$ cat src/rtl/int_priority_sched.sv
// -----------------------------------------------------------------------------
// int_priority_sched
// Picks one pending, unmasked interrupt source by programmable priority. It then
// runs the request / ack / end-of-interrupt handshake with the CPU, enforces an
// ack timeout, and pulses a clear for the source that was serviced.
//
// Build option:
//   INT_SCHED_ROUND_ROBIN_EN  -- when defined, ties at equal priority rotate via
//                                rr_ptr. When undefined, the lowest index wins a
//                                tie and there is no rr_ptr register.
//
// state | meaning
// ------+----------------------------------------------------------------
// IDLE  | nothing in flight; waiting for any eligible source
// ARB   | latch the arbitration winner, or fall back if nothing is eligible
// REQ   | irq_out high; wait for cpu_ack or ack timeout
// SERV  | CPU owns the interrupt; wait for cpu_eoi
// -----------------------------------------------------------------------------
module int_priority_sched #(
  parameter int N_SRC  = 8,
  parameter int PRIO_W = 2,
  parameter int TO_W   = 8
) (
  input  logic                      pclk,
  input  logic                      preset_n,
  input  logic                      sched_en_i,
  input  logic [N_SRC-1:0]          irq_src_i,
  input  logic [N_SRC-1:0]          irq_mask_i,
  input  logic [N_SRC*PRIO_W-1:0]   irq_prio_i,
  input  logic [TO_W-1:0]           timeout_val_i,
  input  logic                      cpu_ack_i,
  input  logic                      cpu_eoi_i,
  output logic                      irq_out_o,
  output logic [$clog2(N_SRC)-1:0]  irq_id_o,
  output logic [PRIO_W-1:0]         irq_lvl_o,
  output logic                      busy_o,
  output logic                      svc_done_o,
  output logic [$clog2(N_SRC)-1:0]  svc_id_o,
  output logic                      timeout_err_o
);

  localparam int ID_W = $clog2(N_SRC);

  typedef enum logic [1:0] {
    ST_IDLE = 2'd0,
    ST_ARB  = 2'd1,
    ST_REQ  = 2'd2,
    ST_SERV = 2'd3
  } state_t;

  state_t            state_q;
  logic [TO_W-1:0]   cnt_q;
  logic              irq_out_q;
  logic [ID_W-1:0]   irq_id_q;
  logic [PRIO_W-1:0] irq_lvl_q;
  logic              busy_q;
  logic              svc_done_q;
  logic [ID_W-1:0]   svc_id_q;
  logic              timeout_err_q;

  logic [N_SRC-1:0]  elig;
  logic [ID_W-1:0]   search_base;
  logic [ID_W-1:0]   cand_id;
  logic [PRIO_W-1:0] cand_prio;
  logic              win_found;
  logic [ID_W-1:0]   win_id_d;
  logic [PRIO_W-1:0] win_lvl_d;
  logic              to_hit;

  // Next source index after base, wrapping at N_SRC (N_SRC need not be a power of 2).
  function automatic logic [ID_W-1:0] wrap_add(input logic [ID_W-1:0] base, input int off);
    int s;
    s = int'(base) + off;
    if (s >= N_SRC) s = s - N_SRC;
    return ID_W'(s);
  endfunction

  assign elig = sched_en_i ? (irq_src_i & irq_mask_i) : '0;

`ifdef INT_SCHED_ROUND_ROBIN_EN
  logic [ID_W-1:0] rr_ptr_q;

  assign search_base = rr_ptr_q;

  // Rotate the tie-break start past the source that just completed service.
  // Timeouts leave the pointer where it is.
  always_ff @(posedge pclk or negedge preset_n) begin
    if (!preset_n) begin
      rr_ptr_q <= '0;
    end else if (svc_done_q) begin
      rr_ptr_q <= wrap_add(svc_id_q, 1);
    end
  end
`else
  assign search_base = '0;
`endif

  // Priority search. It starts at search_base and a candidate replaces the
  // current best only when its priority is strictly higher, so the first
  // source visited wins a tie.
  always_comb begin
    win_found = 1'b0;
    win_id_d  = '0;
    win_lvl_d = '0;
    cand_id   = '0;
    cand_prio = '0;
    for (int k = 0; k < N_SRC; k++) begin
      cand_id   = wrap_add(search_base, k);
      cand_prio = irq_prio_i[int'(cand_id)*PRIO_W +: PRIO_W];
      if (elig[cand_id] && (!win_found || (cand_prio > win_lvl_d))) begin
        win_found = 1'b1;
        win_id_d  = cand_id;
        win_lvl_d = cand_prio;
      end
    end
  end

  // The counter starts at 0 on REQ entry, so it reads timeout_val-1 in the
  // last allowed REQ cycle.
  assign to_hit = (timeout_val_i != '0) && (cnt_q == (timeout_val_i - TO_W'(1)));

  // Handshake FSM. All outputs are registered here. svc_done and timeout_err
  // default low, so they last exactly one cycle.
  always_ff @(posedge pclk or negedge preset_n) begin
    if (!preset_n) begin
      state_q       <= ST_IDLE;
      cnt_q         <= '0;
      irq_out_q     <= 1'b0;
      irq_id_q      <= '0;
      irq_lvl_q     <= '0;
      busy_q        <= 1'b0;
      svc_done_q    <= 1'b0;
      svc_id_q      <= '0;
      timeout_err_q <= 1'b0;
    end else begin
      svc_done_q    <= 1'b0;
      timeout_err_q <= 1'b0;
      if (!sched_en_i) begin
        state_q   <= ST_IDLE;
        cnt_q     <= '0;
        irq_out_q <= 1'b0;
        busy_q    <= 1'b0;
      end else begin
        case (state_q)
          ST_IDLE: begin
            if (elig != '0) begin
              state_q <= ST_ARB;
              busy_q  <= 1'b1;
            end
          end
          ST_ARB: begin
            if (win_found) begin
              irq_id_q  <= win_id_d;
              irq_lvl_q <= win_lvl_d;
              cnt_q     <= '0;
              irq_out_q <= 1'b1;
              state_q   <= ST_REQ;
            end else begin
              state_q <= ST_IDLE;
              busy_q  <= 1'b0;
            end
          end
          ST_REQ: begin
            if (cnt_q != '1) cnt_q <= cnt_q + TO_W'(1);
            if (cpu_ack_i) begin
              irq_out_q <= 1'b0;
              state_q   <= ST_SERV;
            end else if (to_hit) begin
              irq_out_q     <= 1'b0;
              timeout_err_q <= 1'b1;
              busy_q        <= 1'b0;
              state_q       <= ST_IDLE;
            end
          end
          ST_SERV: begin
            if (cpu_eoi_i) begin
              svc_done_q <= 1'b1;
              svc_id_q   <= irq_id_q;
              busy_q     <= 1'b0;
              state_q    <= ST_IDLE;
            end
          end
          default: begin
            state_q   <= ST_IDLE;
            irq_out_q <= 1'b0;
            busy_q    <= 1'b0;
          end
        endcase
      end
    end
  end

  assign irq_out_o     = irq_out_q;
  assign irq_id_o      = irq_id_q;
  assign irq_lvl_o     = irq_lvl_q;
  assign busy_o        = busy_q;
  assign svc_done_o    = svc_done_q;
  assign svc_id_o      = svc_id_q;
  assign timeout_err_o = timeout_err_q;

endmodule
$ cat config.mk
export PLATFORM = sky130hd
export DESIGN_NAME = int_priority_sched
export DESIGN_NICKNAME = d
export VERILOG_FILES = /design/src/rtl/int_priority_sched.sv
export SDC_FILE = /design/constraint.sdc
export NUM_CORES = 1
export LEC_CHECK = 0
export ABC_AREA = 1
export BUFFER_PORTS_ARGS = -buffer_cell sky130_fd_sc_hd__buf_4
export CAP_MARGIN = 25
export CORE_ASPECT_RATIO = 0.5
export CORE_MARGIN = 10
export CORE_UTILIZATION = 58
export DETAILED_ROUTE_END_ITERATION = 10
export GPL_TIMING_DRIVEN = 0
export HOLD_SLACK_MARGIN = 0.12
export PLACE_DENSITY_LB_ADDON = 0.1
export SYNTH_ARGS = -nofsm -noshare
export SYNTH_HDL_FRONTEND = slang
export SYNTH_SLANG_ARGS = --single-unit
$ cat constraint.sdc
create_clock -name pclk -period 3.95 [get_ports pclk]
set_clock_uncertainty 0.2 [all_clocks]
set_input_delay 0.5925 -clock pclk [delete_from_list [all_inputs] [get_ports pclk]]
set_output_delay 0.5925 -clock pclk [all_outputs]
set_load 0.02 [all_outputs]
==> impl_metrics.toml, run 1 <==
[placed_design]
dp.cells = 416
dp_hpwl_um = 4620
portBuffers = 56
place_ws_ns = -3.90
dpl_cell_area_um2 = 2710
gp_congestion = 0.867

[synthesis]
synth_largest_area_cell = "dfrtp_1"
syn_inst = 309
syn_avg_cell_area_um2 = 7.13
syn-num-nets = 370
synth_edf_count = 0
syn_area_um2 = 2200
async_flop_share_pct = 100
synth_ff_type = "dfrtp_1"
synthTopCellsByArea = "dfrtp_1 25%, nand2_1 12%, ha_1 9.1%"
ys_types = 38
synth-seq-area-share_pct = 25.0
yosysWarnings = 0
yosys_register_bits = 22
yosys.area.top_type_share_pct = 25.0

[floorplan]
initial_core_util_pct = 62.1
die-height_um = 63.6
io_pins = 57
core.rowCount = 15
die_width_um = 107

[status]
haltStage = "global routing"
stop_error = "[ERROR DPL-0038] Utilization greater than 100%, impossible to legalize"
run_status = "aborted with a tool error"

[cts]
clock-root-buffer = "clkbuf_8"
cts_made_buffers = 3
cts_htree_levels = 1
clock_path_buffers = 2
cts_sinks = 22

[sta]
worst-ep-kind = "register input"
repair-timing-grt-worst-ep = "irq_lvl_o[1]$_DFFE_PN0P_/D"

[grt]
grt_max_degree = 23
through the flow:
step | hold WS, ns | setup TNS, ns
floorplan | 0.0969 | -15.02
global placement | 0.258 | -17.89
detailed placement | 0.280 | -19.20
CTS | 0.296 | -15.81
cells by family after synthesis:
kind of cell,count (synthesis),share of synthesized area [%]
AOI/OAI and AO/OA,32,9.89
DFF,22,25.0
muxes,2,1.02
adders and majority gates,16,9.09
xor gates and xnor gates,11,4.37
and+or+nand+nor,171,40.1
buffers and inverters,55,10.6
what timing repair did:
action / in CTS
pin swaps: 44
resized for setup: 37
hold endpoints to repair: 22
hold buffers: 1
setup endpoints to repair: 5
setup buffers: 33
synthesized netlist by cell type (6+ instances only):
master,instances
inv_1,47
nand3_2,6
nand2_1,68
and2_1,7
xor2_1,7
nand4_1,7
o21ai_2,7
nand3_1,26
o21ai_0,11
nand2_2,8
nor2_1,23
ha_1,16
dfrtp_1,22
==> run 2: changes to the inputs <==
Settings changed: CORE_ASPECT_RATIO 0.5 to default, CORE_UTILIZATION 58 to 40, HOLD_SLACK_MARGIN 0.12 to default, PLACE_DENSITY_LB_ADDON 0.1 to 0.15.
==> run 2 against run 1 <==
  * The flow now finishes, with violations (negative setup slack)
  * Synthesized cell count stayed put
  * Synthesized area stayed put
==> impl_metrics.toml, run 2 <==
[sta]
layout_min_cycle_time_ns = 7.48
finalCritPeriodShare_pct = 189
rsz0062_at_grt = "true"
setup_violations = 5
setup_ws_ns = -3.53
worst_pin_slew_ns = 0.352
drv_slew = 0
relSlewSlack_pct = 76.4
hold_viol = 0
final.setup.tns_ns = -17.52
fmax_ghz = 0.134

[grt]
grt_usage_pct = 14.0
grt_pass1_vias = 2417
overflow = 0
grt_max_degree = 23
antenna_found_initial = 0
grt_pass1_wl_um = 10500

[cts]
cts_htree_levels = 1
insertion_delay_ns = 0.26
ctsHoldBuffers = 0
cts_sinks = 22
clk_pin_slew_ns = 0.08
clock_path_buffers = 2
cts_made_buffers = 3
cts_tree = "done"
clock-root-buffer = "clkbuf_8"

[power]
power_density_nw_per_um2 = 347
seqPwrFrac_pct = 27.5
p_comb_share_pct = 54.9
switching_share_pct = 39.9
peakVddDrop_mv = 0.184
internal_power_uw = 717
p_leak_nw = 1.75
switching_power_uw = 476
power_frac_clock_pct = 17.7

[setup_path]
crit_path_start_kind = "input pin"
reg2regPathDepth = 10
crit_arrival_ns = 7.44
worstSetupEndpointType = "flip-flop"
setup.worst_path.class = "in2reg"
cpMaxStageDelayCell = "ha_4"
r2r_slack_ns = 1.95
cp_slowest_stage_delay_ns = 0.28
cp.required_ns = 3.90
critPathMaxFanout = 5
critPathMostFrequentCell = "nand2_2"
regToRegStartpoint = "cnt_q[0]"
r2r-end = "cnt_q[4]"

[synthesis]
yosysWarnings = 0
yosys_register_bits = 22
syn_area_um2 = 2200
syn-num-nets = 370
synth_ff_type = "dfrtp_1"
synthTopCellsByArea = "dfrtp_1 25%, nand2_1 12%, ha_1 9.1%"
ys_top_cells_by_count = "68 x nand2_1, 47 x inv_1, 26 x nand3_1, 23 x nor2_1, 22 x dfrtp_1"
ys_types = 38
synth_edf_count = 0
synth_largest_area_cell = "dfrtp_1"
syn_inst = 309
synth-seq-area-share_pct = 25.0
syn_avg_cell_area_um2 = 7.13
async_flop_share_pct = 100
yosysMostFrequentCell = "nand2_1"
yosys.area.top_type_share_pct = 25.0

[drt]
route.detailed.drc = 0
drt-total-wl_um = 6750
ant_nets = 0
drtIter0Drc = 85
vias_per_cell = 4.89
dr.pass1.iters = 4
vias = 2349
wl_per_cell_um = 14.1

[floorplan]
die-height_um = 94.2
io_pins = 57
die_area_um2 = 8870
initial_core_util_pct = 42.0
core_um2 = 5240
core.rowCount = 26
die_width_um = 94.2

[finish]
num_antenna_cells = 0
layout_common_cells = "92 x buf_4, 50 x nand2_1, 35 x inv_1, 22 x nand2_2, 22 x dfrtp_1"
layout.cells.non_filler = 480
final_core_util_pct = 65.7
top_register = "cnt_q"
final_common_cell = "buf_4"
drive_above_1_share_pct = 52.7
final_cell_area_um2 = 3440
area_delta_synth_final_pct = 56.2
largest_reg_flops = 8
layout.nets = 472

[placed_design]
gp_congestion = 0.799
dpl_cell_area_um2 = 2730
place_ws_ns = -3.84
dp_hpwl_um = 4390
dp.cells = 435
portBuffers = 56

[job]
drv_cap = 0

[hold_path]
hold_path.class = "in2async"

[status]
run_status = "finished with violations"
violations = "negative setup slack"
-- run 2: cell counts after synthesis --
No cell type changed its count.
-- run 2: routing by layer --
metal | share of wire, % | global-route usage, % | vias up
met5 | 0 | 0 | -
li1 | - | - | 1203
met4 | 2.5 | 4.18 | 0
met2 | 50 | 25.3 | 58
met1 | 42 | 15.7 | 1076
met3 | 5.5 | 3.20 | 12
-- run 2: how the worst max path moves through the flow --
stage	slack, ns	end	cells after the start	startpoint
after floorplan	-3.06	irq_lvl_o[1]	59	irq_src_i[0]
after global placement	-3.79	irq_lvl_o[0]	61	sched_en_i
after detailed placement	-3.84	irq_lvl_o[0]	63	sched_en_i
after CTS	-3.18	irq_lvl_o[0]	61	irq_src_i[0]
after global routing	-3.97	irq_lvl_o[1]	64	irq_mask_i[0]
final	-3.53	irq_lvl_o[1]	64	irq_mask_i[0]
-- run 2: layout make-up --
type	count	area, um2
Clock inverter	1	30.0
Multi-Input combinational cell	232	1740
Timing Repair Buffer	97	756
Buffer	2	31.3
Tap cell	70	87.6
Clock buffer	3	41.3
Fill cell	432	1800
Inverter	53	204
Sequential cell	22	551
-- run 2: power groups by stage --
stage          sequential (mW)  combinational, mW  clock [mW]
6_report                 0.328              0.655       0.211
5_1_grt                  0.338              0.724       0.227
4_1_cts                  0.328              0.594       0.217
3_5_place_dp             0.333              0.534           0
3_3_place_gp             0.332              0.528           0
2_1_floorplan            0.381              0.305           0
-- run 2: cells by family (layout without fill, tap and decap cells) --
family	count (synthesis)	after routing	share of synthesized area, %
compound gates	32	32	9.89
simple gates	171	171	40.1
mux	2	2	1.02
flops	22	22	25.0
fa+ha+maj	16	16	9.09
xor+xnor	11	11	4.37
buf+inv	55	156	10.6
-- run 2: per-stage QoR --
stage                     hold slack (ns)  power [mW]
after floorplan                    0.0969       0.685
after global placement              0.257       0.860
after detailed placement            0.285       0.867
after CTS                          0.0153        1.14
after global routing               0.0206        1.29
final                             0.00374        1.19
-- run 2: what timing repair did --
| item | CTS | global route |
|---|---|---|
| pin swaps | 33 | 55 |
| gates resized for setup | 32 | 43 |
| gates cloned | 0 | 0 |
| endpoints found under the setup margin | 5 | 5 |
| buffers inserted | 32 | 9 |
-- run 2: critical path, delay by kind of cell --
kind / cells / cell delay (ns)
simple gates: 35 / 3.26
fa+ha+maj: 7 / 1.66
compound gates: 10 / 1.15
buf+inv: 12 / 0.74
No activity file was read; power rests on OpenSTA's default activity.
